File: src/rtl/boruss_mmio_pkg.sv
// Shared constants for the boruss MMIO responder: register offsets, TCTRL/STATUS bit
// indices and the window decode helper.
package boruss_mmio_pkg;

    localparam int unsigned DATA_W = 8;
    localparam int unsigned ADDR_W = 8;
    localparam int unsigned OFF_W  = 3;

    localparam logic [OFF_W-1:0] MMIO_LED    = 3'd0;
    localparam logic [OFF_W-1:0] MMIO_SW     = 3'd1;
    localparam logic [OFF_W-1:0] MMIO_SWEDGE = 3'd2;
    localparam logic [OFF_W-1:0] MMIO_TCNT   = 3'd3;
    localparam logic [OFF_W-1:0] MMIO_TCMP   = 3'd4;
    localparam logic [OFF_W-1:0] MMIO_TCTRL  = 3'd5;
    localparam logic [OFF_W-1:0] MMIO_STATUS = 3'd6;
    localparam logic [OFF_W-1:0] MMIO_PRESC  = 3'd7;

    localparam int unsigned TCTRL_W       = 3;
    localparam int unsigned TCTRL_EN      = 0;
    localparam int unsigned TCTRL_AUTOCLR = 1;
    localparam int unsigned TCTRL_IRQEN   = 2;

    localparam int unsigned STATUS_MATCH  = 0;
    localparam int unsigned STATUS_SWEDGE = 1;

    // The window is 8 bytes aligned, so only the upper five address bits take part.
    function automatic logic window_hit(input logic [ADDR_W-1:0] addr,
                                        input logic [ADDR_W-1:0] base);
        return addr[ADDR_W-1:OFF_W] == base[ADDR_W-1:OFF_W];
    endfunction

endpackage

File: src/rtl/boruss_mmio_timer.sv
// Prescaled 8-bit timer: pcnt prescaler, TCNT counter and compare producing a match pulse.
module boruss_mmio_timer
    import boruss_mmio_pkg::*;
(
    input  logic              clk,
    input  logic              reset,
    input  logic              en,
    input  logic              autoclr,
    input  logic [DATA_W-1:0] tcmp,
    input  logic [DATA_W-1:0] presc,
    input  logic              clear_pcnt,
    output logic [DATA_W-1:0] tcnt,
    output logic              match_set_c
);

    logic [DATA_W-1:0] pcnt_q, pcnt_d;
    logic [DATA_W-1:0] tcnt_q, tcnt_d;
    logic [DATA_W-1:0] tcnt_inc;
    logic              tick;

    always_comb begin
        pcnt_d      = pcnt_q;
        tcnt_d      = tcnt_q;
        match_set_c = 1'b0;
        tick        = en && (pcnt_q == presc);
        tcnt_inc    = tcnt_q + DATA_W'(1);

        if (en) begin
            pcnt_d = tick ? '0 : pcnt_q + DATA_W'(1);
        end
        // A PRESC/TCTRL write restarts the prescale period.
        if (clear_pcnt) begin
            pcnt_d = '0;
        end

        if (tick) begin
            tcnt_d = tcnt_inc;
            if (tcnt_inc == tcmp) begin
                match_set_c = 1'b1;
                if (autoclr) begin
                    tcnt_d = '0;
                end
            end
        end
    end

    always_ff @(posedge clk) begin
        if (!reset) begin
            pcnt_q <= '0;
            tcnt_q <= '0;
        end else begin
            pcnt_q <= pcnt_d;
            tcnt_q <= tcnt_d;
        end
    end

    assign tcnt = tcnt_q;

endmodule

File: src/rtl/boruss_mmio_responder.sv
// CPU data-port responder for an 8-byte MMIO window: LED register, synchronised switches
// with sticky edge flags, and a prescaled timer with compare interrupt.
module boruss_mmio_responder
    import boruss_mmio_pkg::*;
#(
    parameter logic [7:0]  BASE_ADDR   = 8'hF0,
    parameter int unsigned SW_WIDTH    = 4,
    parameter int unsigned SYNC_STAGES = 2
) (
    input  logic                clk,
    input  logic                reset,
    input  logic [7:0]          data_address,
    input  logic [7:0]          data_in,
    input  logic                data_write_enable,
    input  logic                data_read_enable,
    output logic [7:0]          data_out,
    output logic                data_read_valid,
    input  logic [SW_WIDTH-1:0] switch_in,
    output logic [7:0]          led_out,
    output logic                irq
);

    logic [SYNC_STAGES-1:0][SW_WIDTH-1:0] sync_q, sync_d;
    logic [SW_WIDTH-1:0] sw_prev_q, sw_prev_d;
    logic [SW_WIDTH-1:0] swedge_q, swedge_d;
    logic [SW_WIDTH-1:0] sw_sync, sw_edge;
    logic [DATA_W-1:0]   led_q, led_d;
    logic [DATA_W-1:0]   tcmp_q, tcmp_d;
    logic [DATA_W-1:0]   presc_q, presc_d;
    logic [TCTRL_W-1:0]  tctrl_q, tctrl_d;
    logic                match_q, match_d;
    logic                irq_q, irq_d;
    logic [DATA_W-1:0]   data_out_q, data_out_d;
    logic                valid_q, valid_d;

    logic [OFF_W-1:0]  off;
    logic              sel, wr_hit, rd_hit, clear_pcnt;
    logic [DATA_W-1:0] rd_data, tcnt;
    logic              match_set_c;

    boruss_mmio_timer u_timer (
        .clk         (clk),
        .reset       (reset),
        .en          (tctrl_q[TCTRL_EN]),
        .autoclr     (tctrl_q[TCTRL_AUTOCLR]),
        .tcmp        (tcmp_q),
        .presc       (presc_q),
        .clear_pcnt  (clear_pcnt),
        .tcnt        (tcnt),
        .match_set_c (match_set_c)
    );

    // Read mux always sees pre-write register values.
    always_comb begin
        rd_data = '0;
        case (off)
            MMIO_LED:    rd_data = led_q;
            MMIO_SW:     rd_data = DATA_W'(sw_sync);
            MMIO_SWEDGE: rd_data = DATA_W'(swedge_q);
            MMIO_TCNT:   rd_data = tcnt;
            MMIO_TCMP:   rd_data = tcmp_q;
            MMIO_TCTRL:  rd_data = DATA_W'(tctrl_q);
            MMIO_STATUS: rd_data = DATA_W'({|swedge_q, match_q});
            MMIO_PRESC:  rd_data = presc_q;
            default:     rd_data = '0;
        endcase
    end

    always_comb begin
        off        = data_address[OFF_W-1:0];
        sel        = window_hit(data_address, BASE_ADDR);
        wr_hit     = sel && data_write_enable;
        rd_hit     = sel && data_read_enable;

        sync_d     = {sync_q[SYNC_STAGES-2:0], switch_in};
        sw_sync    = sync_q[SYNC_STAGES-1];
        sw_prev_d  = sw_sync;
        sw_edge    = sw_sync & ~sw_prev_q;

        led_d      = led_q;
        tcmp_d     = tcmp_q;
        presc_d    = presc_q;
        tctrl_d    = tctrl_q;
        swedge_d   = swedge_q | sw_edge;
        clear_pcnt = 1'b0;

        if (wr_hit) begin
            case (off)
                MMIO_LED:    led_d = data_in;
                // A fresh edge in the same cycle beats the W1C clear.
                MMIO_SWEDGE: swedge_d = (swedge_q & ~data_in[SW_WIDTH-1:0]) | sw_edge;
                MMIO_TCMP:   tcmp_d = data_in;
                MMIO_TCTRL: begin
                    tctrl_d    = data_in[TCTRL_W-1:0];
                    clear_pcnt = 1'b1;
                end
                MMIO_PRESC: begin
                    presc_d    = data_in;
                    clear_pcnt = 1'b1;
                end
                default: ;
            endcase
        end

        // A match set in the same cycle as a STATUS read survives the read-clear.
        match_d = match_q;
        if (rd_hit && (off == MMIO_STATUS)) begin
            match_d = 1'b0;
        end
        if (match_set_c) begin
            match_d = 1'b1;
        end

        irq_d      = match_d & tctrl_d[TCTRL_IRQEN];
        valid_d    = rd_hit;
        data_out_d = rd_hit ? rd_data : '0;
    end

    always_ff @(posedge clk) begin
        if (!reset) begin
            sync_q     <= '0;
            sw_prev_q  <= '0;
            swedge_q   <= '0;
            led_q      <= '0;
            tcmp_q     <= 8'hFF;
            presc_q    <= '0;
            tctrl_q    <= '0;
            match_q    <= 1'b0;
            irq_q      <= 1'b0;
            data_out_q <= '0;
            valid_q    <= 1'b0;
        end else begin
            sync_q     <= sync_d;
            sw_prev_q  <= sw_prev_d;
            swedge_q   <= swedge_d;
            led_q      <= led_d;
            tcmp_q     <= tcmp_d;
            presc_q    <= presc_d;
            tctrl_q    <= tctrl_d;
            match_q    <= match_d;
            irq_q      <= irq_d;
            data_out_q <= data_out_d;
            valid_q    <= valid_d;
        end
    end

    assign data_out        = data_out_q;
    assign data_read_valid = valid_q;
    assign led_out         = led_q;
    assign irq             = irq_q;

endmodule

File: config.mk
export PLATFORM = sky130hd
export DESIGN_NAME = boruss_mmio_responder
export DESIGN_NICKNAME = d
export VERILOG_FILES = /design/src/rtl/boruss_mmio_pkg.sv /design/src/rtl/boruss_mmio_timer.sv /design/src/rtl/boruss_mmio_responder.sv
export SDC_FILE = /design/constraint.sdc
export NUM_CORES = 1
export LEC_CHECK = 0
export CELL_PAD_IN_SITES_DETAIL_PLACEMENT = 2
export CELL_PAD_IN_SITES_GLOBAL_PLACEMENT = 2
export CORE_MARGIN = 2
export CORE_UTILIZATION = 36
export CTS_CLUSTER_SIZE = 40
export DETAILED_ROUTE_END_ITERATION = 16
export HOLD_SLACK_MARGIN = 0.03
export PLACE_DENSITY = 0.83
export SYNTH_ARGS = -nofsm -noshare
export SYNTH_HDL_FRONTEND = slang
export SYNTH_SLANG_ARGS = --single-unit
File: constraint.sdc
create_clock -name clk -period 3.3 [get_ports clk]
set_input_delay 0.33 -clock clk [delete_from_list [all_inputs] [get_ports clk]]
set_output_delay 0.33 -clock clk [all_outputs]
set_load 0.05 [all_outputs]
**After elaboration in Yosys (flattened, before gate mapping)**

Index checks and enable logic that the tools add are counted.

- Add/sub/neg operators: 2
- Equal/unequal tests: 10
- Muxes and demuxes: 14
- Bitwise logic cells: 8
- Reductions and logical operators: 13

Operator list:

| operator | count |
|---|---|
| case mux 8 bit (8 select lines) | 1 |
| 2-to-1 mux 8 bit | 3 |
| adder 8 x 1 -> 8 bit, second input constant | 2 |
| equality test 8 bit | 2 |
| equality test 3 bit, second input constant | 4 |
| AND reduction 2 bit | 5 |
| AND 4 bit | 2 |
| 2-to-1 mux 4 bit | 2 |
| inverter 4 bit | 2 |
| OR 4 bit | 2 |
| equality test 3 x 2 -> 1 bit, second input constant | 2 |
| 2-to-1 mux 1 bit | 6 |
| 2-to-1 mux 3 bit | 2 |
| equality test 5 bit, second input constant | 1 |
| logical AND 1 bit | 4 |
| OR reduction 2 bit | 2 |
| OR reduction 4 bit | 1 |
| equality test 3 x 1 -> 1 bit, second input constant | 1 |
| zero test 3 bit | 1 |
| AND 1 bit | 1 |
| inverter 1 bit | 1 |

- Register bits: 70
- Output and inout bits: 18
- Logic and storage cells: 62

**Longest topological paths before layout**

- Depth after elaboration: 6
- Mapped depth: 8
- Depth with buffers taken out: 7

**Modules after synthesis**

A second synthesis with hierarchy kept.

- Cell total of the unflattened synthesis: 351
- Area total of the unflattened synthesis: 3308.2 um^2

By module, submodules not included:

| module | instances | cells each | area each (um^2) | sequential area each (um^2) |
|---|---|---|---|---|
| boruss_mmio_responder | 1 | 226 | 2217.1 | 1081.0 |
| boruss_mmio_timer | 1 | 125 | 1091.0 | 320.3 |

**Worst setup path after synthesis**

No wires, ideal clock.

- Kind: reg2reg
- Start: reg u_timer.tcnt_q[1] (netlist: u_timer.tcnt[1])
- End: reg u_timer.tcnt_q[6] (netlist: u_timer.tcnt[6])
- Arrival: 1.776 ns
- Data required time: 3.172 ns
- Setup slack: 1.395 ns
- Stages on the path, launching flop included: 8
- Buffers on the path: 0
- Cell sequence: dfxtp_1 > ha_1 > and3_4 > mux2i_1 > and4b_1 > nand4_2 > a41oi_1 > a31oi_1

- Cells in the longest elaborated chain, start to end: 3
- Elaborated cells between the ends (all ways): 4
- Classes of those cells: add/sub: 1; eq/ne: 1; mux: 2

Ends and longest elaborated chain:

| what | RTL line | RTL |
|---|---|---|
| start: declaration | boruss_mmio_timer.sv:17 | `logic [DATA_W-1:0] tcnt_q, tcnt_d;` |
| start signal: assignment | boruss_mmio_timer.sv:53 | `tcnt_q <= tcnt_d;` |
| adder 8 x 1 -> 8 bit * | boruss_mmio_timer.sv:26 | `tcnt_inc = tcnt_q + DATA_W'(1);` |
| equality test 8 bit / 2-to-1 mux 8 bit (equally long branches) | boruss_mmio_timer.sv:38, boruss_mmio_timer.sv:40 |  |
| 2-to-1 mux 8 bit * | boruss_mmio_timer.sv:38 | `if (tcnt_inc == tcmp) begin` |

Mark *: on every way between the ends. The rest lies on a longest branch, timed or not.
A chain may end at the register's enable or synchronous reset.

**Worst setup path in the final report**

- Start: reg u_timer.tcnt_q[0] (netlist: u_timer.tcnt[0])
- End: reg u_timer.tcnt_q[6] (netlist: u_timer.tcnt[6])

The elaborated chain is that of the path after synthesis.

==> impl_metrics.tcl <==
set metrics [dict create \
    status "completed" \
    drt_pass1_iterations 4 \
    drive_gt1_frac 0.07748 \
    post_cts_buffers 0 \
    finalCritPeriodShare 0.7871 \
    core-area_um2 9109 \
    final-max-slew-violation-count 0 \
    diodes 0 \
    synth_cell_types 49 \
    yosys-mux-area-fraction 0.09074 \
    endpoint "u_timer.tcnt[6]$_SDFFE_PN0N_" \
    vias 2907 \
    gr-total-overflow 0 \
    critPathKind "register to register" \
    setup_viol 0 \
    timing.final.ws_setup_ns 0.7026 \
    synth-edff-count 0 \
    rsz0062_at_grt "no" \
    final_hold_viol_count 0 \
    async_reset_ff_frac 0 \
    fin_area_um2 4000 \
    cts-buffers-inserted 9 \
    cp-end-kind "register" \
    syn_inst 374 \
    max_freq_mhz 385.0 \
    track_usage 0.2221 \
    synth-simple-area-share 0.2478 \
    cts_buffer_depth 2 \
    antenna_left 0 \
    worst-r2r-setup-slack_ns 0.70 \
    gp_congestion 0.7703 \
    slew-limit-headroom 0.4831 \
    die_area_um2 10060 \
    swShare 0.2659 \
    cts_root_buf "clkbuf_8" \
    p_seq_frac 0.520 \
    internal-power_mw 1.213 \
    synth-adder-area-share 0.007499 \
    worstPathArrival_ns 2.82 \
    dp_hpwl_um 7514 \
    critPathLaunchType "register" \
    rows 35 \
    wl_per_cell_um 19.81 \
    die_h_um 100.3 \
    io_buffers 41 \
    p_leak_nw 1.529 \
    antenna_found_initial 0 \
    fillCellCount 1021 \
    synth-xor-area-share 0.07349 \
    clock-skew-final_ns 0.01158 \
    h-tree-depth 3 \
    ir_drop_mv 0.1856 \
    worstMarginPinSlew_ns 0.7729 \
    cts_resized 0 \
    whs_ns 0.4466 \
    post-route-drc-count 0 \
    io_pins 42 \
    worstSkewPairLatency_ns 0.35 \
    start_util 0.3663 \
    clk_pin_slew_ns 0.09 \
    netlist_area_um2 3337 \
    total_power_mw 1.652 \
    crit_start "u_timer.tcnt[0]$_SDFFE_PN0N_" \
    synth_nets 400 \
    die-width_um 100.3 \
    synth.yosys.warnings 0 \
    clkSinkCount 70 \
    instances_no_fill 524 \
    combPwrFrac 0.066 \
    synth-main-ff-cell "dfxtp_1" \
    power_density_nw_per_um2 412.9 \
    grt_pass1_vias 3192 \
    dp_slack_ns 0.6565 \
    hold_path_class "register to register" \
    finalSetupTns_ns 0 \
    r2r-start "u_timer.tcnt[0]$_SDFFE_PN0N_" \
    drt-initial-drc-count 67 \
    grt_first_pass_wirelength_um 17130 \
    worstPathRequired_ns 3.52 \
    maxCapViolations 0 \
    synth.yosys.seq_area_share 0.4199 \
    num-nets-final 434 \
    power_switching_uw 439.1 \
    synth_top_family_by_area "simple AND/OR/NAND/NOR gates" \
    syn_area_per_cell_um2 8.922 \
    areaGrowthSynthToFinish_pct 19.87 \
    cts-hold-fix-buffers 0 \
    synth-seq-cells 70 \
    reg2reg_depth 7 \
    p_clk_frac 0.414 \
    via_per_inst 5.548 \
    placed_area_um2 3811 \
    path_max_fanout 9 \
    placed_cells 508 \
    min_period_ns 2.597 \
    grt_max_degree 30 \
    synth-compound-area-share 0.1189 \
    cts_tree "built" \
    r2r_end "u_timer.tcnt[6]$_SDFFE_PN0N_" \
    final_util 0.4391 \
    wl_um 10380 \
]
==> cells in the final DEF, fill, tap and decap left out, types with 4 or more instances in the layout <==
cell / synthesis / routed
xor2_1: 10 / 10
nor2b_1: 19 / 19
a21oi_1: 11 / 11
o21ai_0: 13 / 13
dfxtp_1: 70 / 70
and2_1: 15 / 15
o22a_1: 4 / 4
inv_6: 0 / 5
clkdlybuf4s50_1: 0 / 41
nand2b_1: 8 / 8
inv_1: 9 / 9
nand4_1: 6 / 6
nor3_1: 6 / 6
a31oi_1: 4 / 4
mux2i_1: 28 / 28
clkbuf_8: 0 / 10
nor2_1: 39 / 39
a21boi_0: 6 / 6
buf_4: 1 / 4
o211ai_1: 5 / 5
nand3_1: 21 / 21
nand2_1: 27 / 27
xnor2_1: 18 / 18
==> metal layers <==
layer	GRT usage	wire length, um
met1	0.2680	4438
met2	0.3970	5429
met3	0.03273	277
met4	0.08535	232
met5	0	0
==> power by group through the flow <==
stage               logic, mW  registers, mW  clock network [mW]
global placement        0.104          0.878                   0
CTS                     0.110          0.859               0.698
global route            0.120          0.860               0.737
detailed placement      0.108          0.878                   0
finish                  0.109          0.859               0.683
floorplan              0.0569          0.877                   0
==> worst min-delay path by stage <==
stage,from,end,slack [ns],cells past startpoint
6_report,sync_d[5]$_SDFF_PN0_,sw_prev_d[1]$_SDFF_PN0_,0.45,1
5_1_grt,sync_d[6]$_SDFF_PN0_,sw_prev_d[2]$_SDFF_PN0_,0.46,1
4_1_cts,sync_d[5]$_SDFF_PN0_,sw_prev_d[1]$_SDFF_PN0_,0.45,1
3_5_place_dp,sync_d[5]$_SDFF_PN0_,sw_prev_d[1]$_SDFF_PN0_,0.43,1
3_3_place_gp,sync_d[6]$_SDFF_PN0_,sw_prev_d[2]$_SDFF_PN0_,0.42,1
2_1_floorplan,sync_d[4]$_SDFF_PN0_,sw_prev_d[0]$_SDFF_PN0_,0.41,1
==> cell type report <==
cell class,instances,area (um^2),share of cell area
multi-input cells,273,1797,0.4492
flip-flops and latches,70,1401,0.3503
repair buffers,45,440.4,0.1101
well taps,111,138.9,0.03472
clock buffers,10,137.6,0.03441
clock inverters,6,51.30,0.01282
inverters,9,33.78,0.008445
==> kinds of logic after synthesis <==
group           count (synthesis)
simple gates                  155
xor+xnor                       28
compound gates                 58
fa+ha+maj                       2
buf+inv                        31
flops                          70
mux                            30
==> cell usage after synthesis (2+ instances only) <==
master,count,share of area
xor2_1,10,0.026
o21ai_0,13,0.019
o22a_1,4,0.010
nand3b_1,2,0.0045
nand2_1,27,0.030
a221oi_1,2,0.0053
nor2b_1,19,0.036
mux2_2,2,0.0067
nand2b_1,8,0.015
a21boi_0,6,0.013
clkbuf_1,11,0.012
nand3_1,21,0.031
and2_1,15,0.028
a21oi_1,11,0.016
and3_4,2,0.0067
mux2i_1,28,0.084
nand4_1,6,0.011
a31oi_1,4,0.0075
dfxtp_1,70,0.42
o211ai_1,5,0.011
o22ai_1,2,0.0037
nor3_1,6,0.0090
ha_1,2,0.0075
inv_1,9,0.010
buf_2,9,0.013
o21ai_1,2,0.0030
nor2_1,39,0.044
xnor2_1,18,0.047
==> critical path, cell delays in order, from the launching register on <==
cell and delay [ns]:
dfxtp_1 0.59, ha_1 0.47, and3_4 0.28, mux2i_1 0.33, and4b_1 0.26, nand4_2 0.20, a41oi_1 0.28, a31oi_1 0.06
==> flip-flops by register name, indices dropped and copies added, names as in the netlist, 3 cells and up <==
register	cells
data_out	8
led_out	8
presc_q	8
sw_prev_d	4
sw_prev_q	4
swedge_q	4
sync_d	4
tcmp_q	8
tctrl_q	3
u_timer.pcnt_q	8
u_timer.tcnt	8
Power figures use the tool's default switching activity.
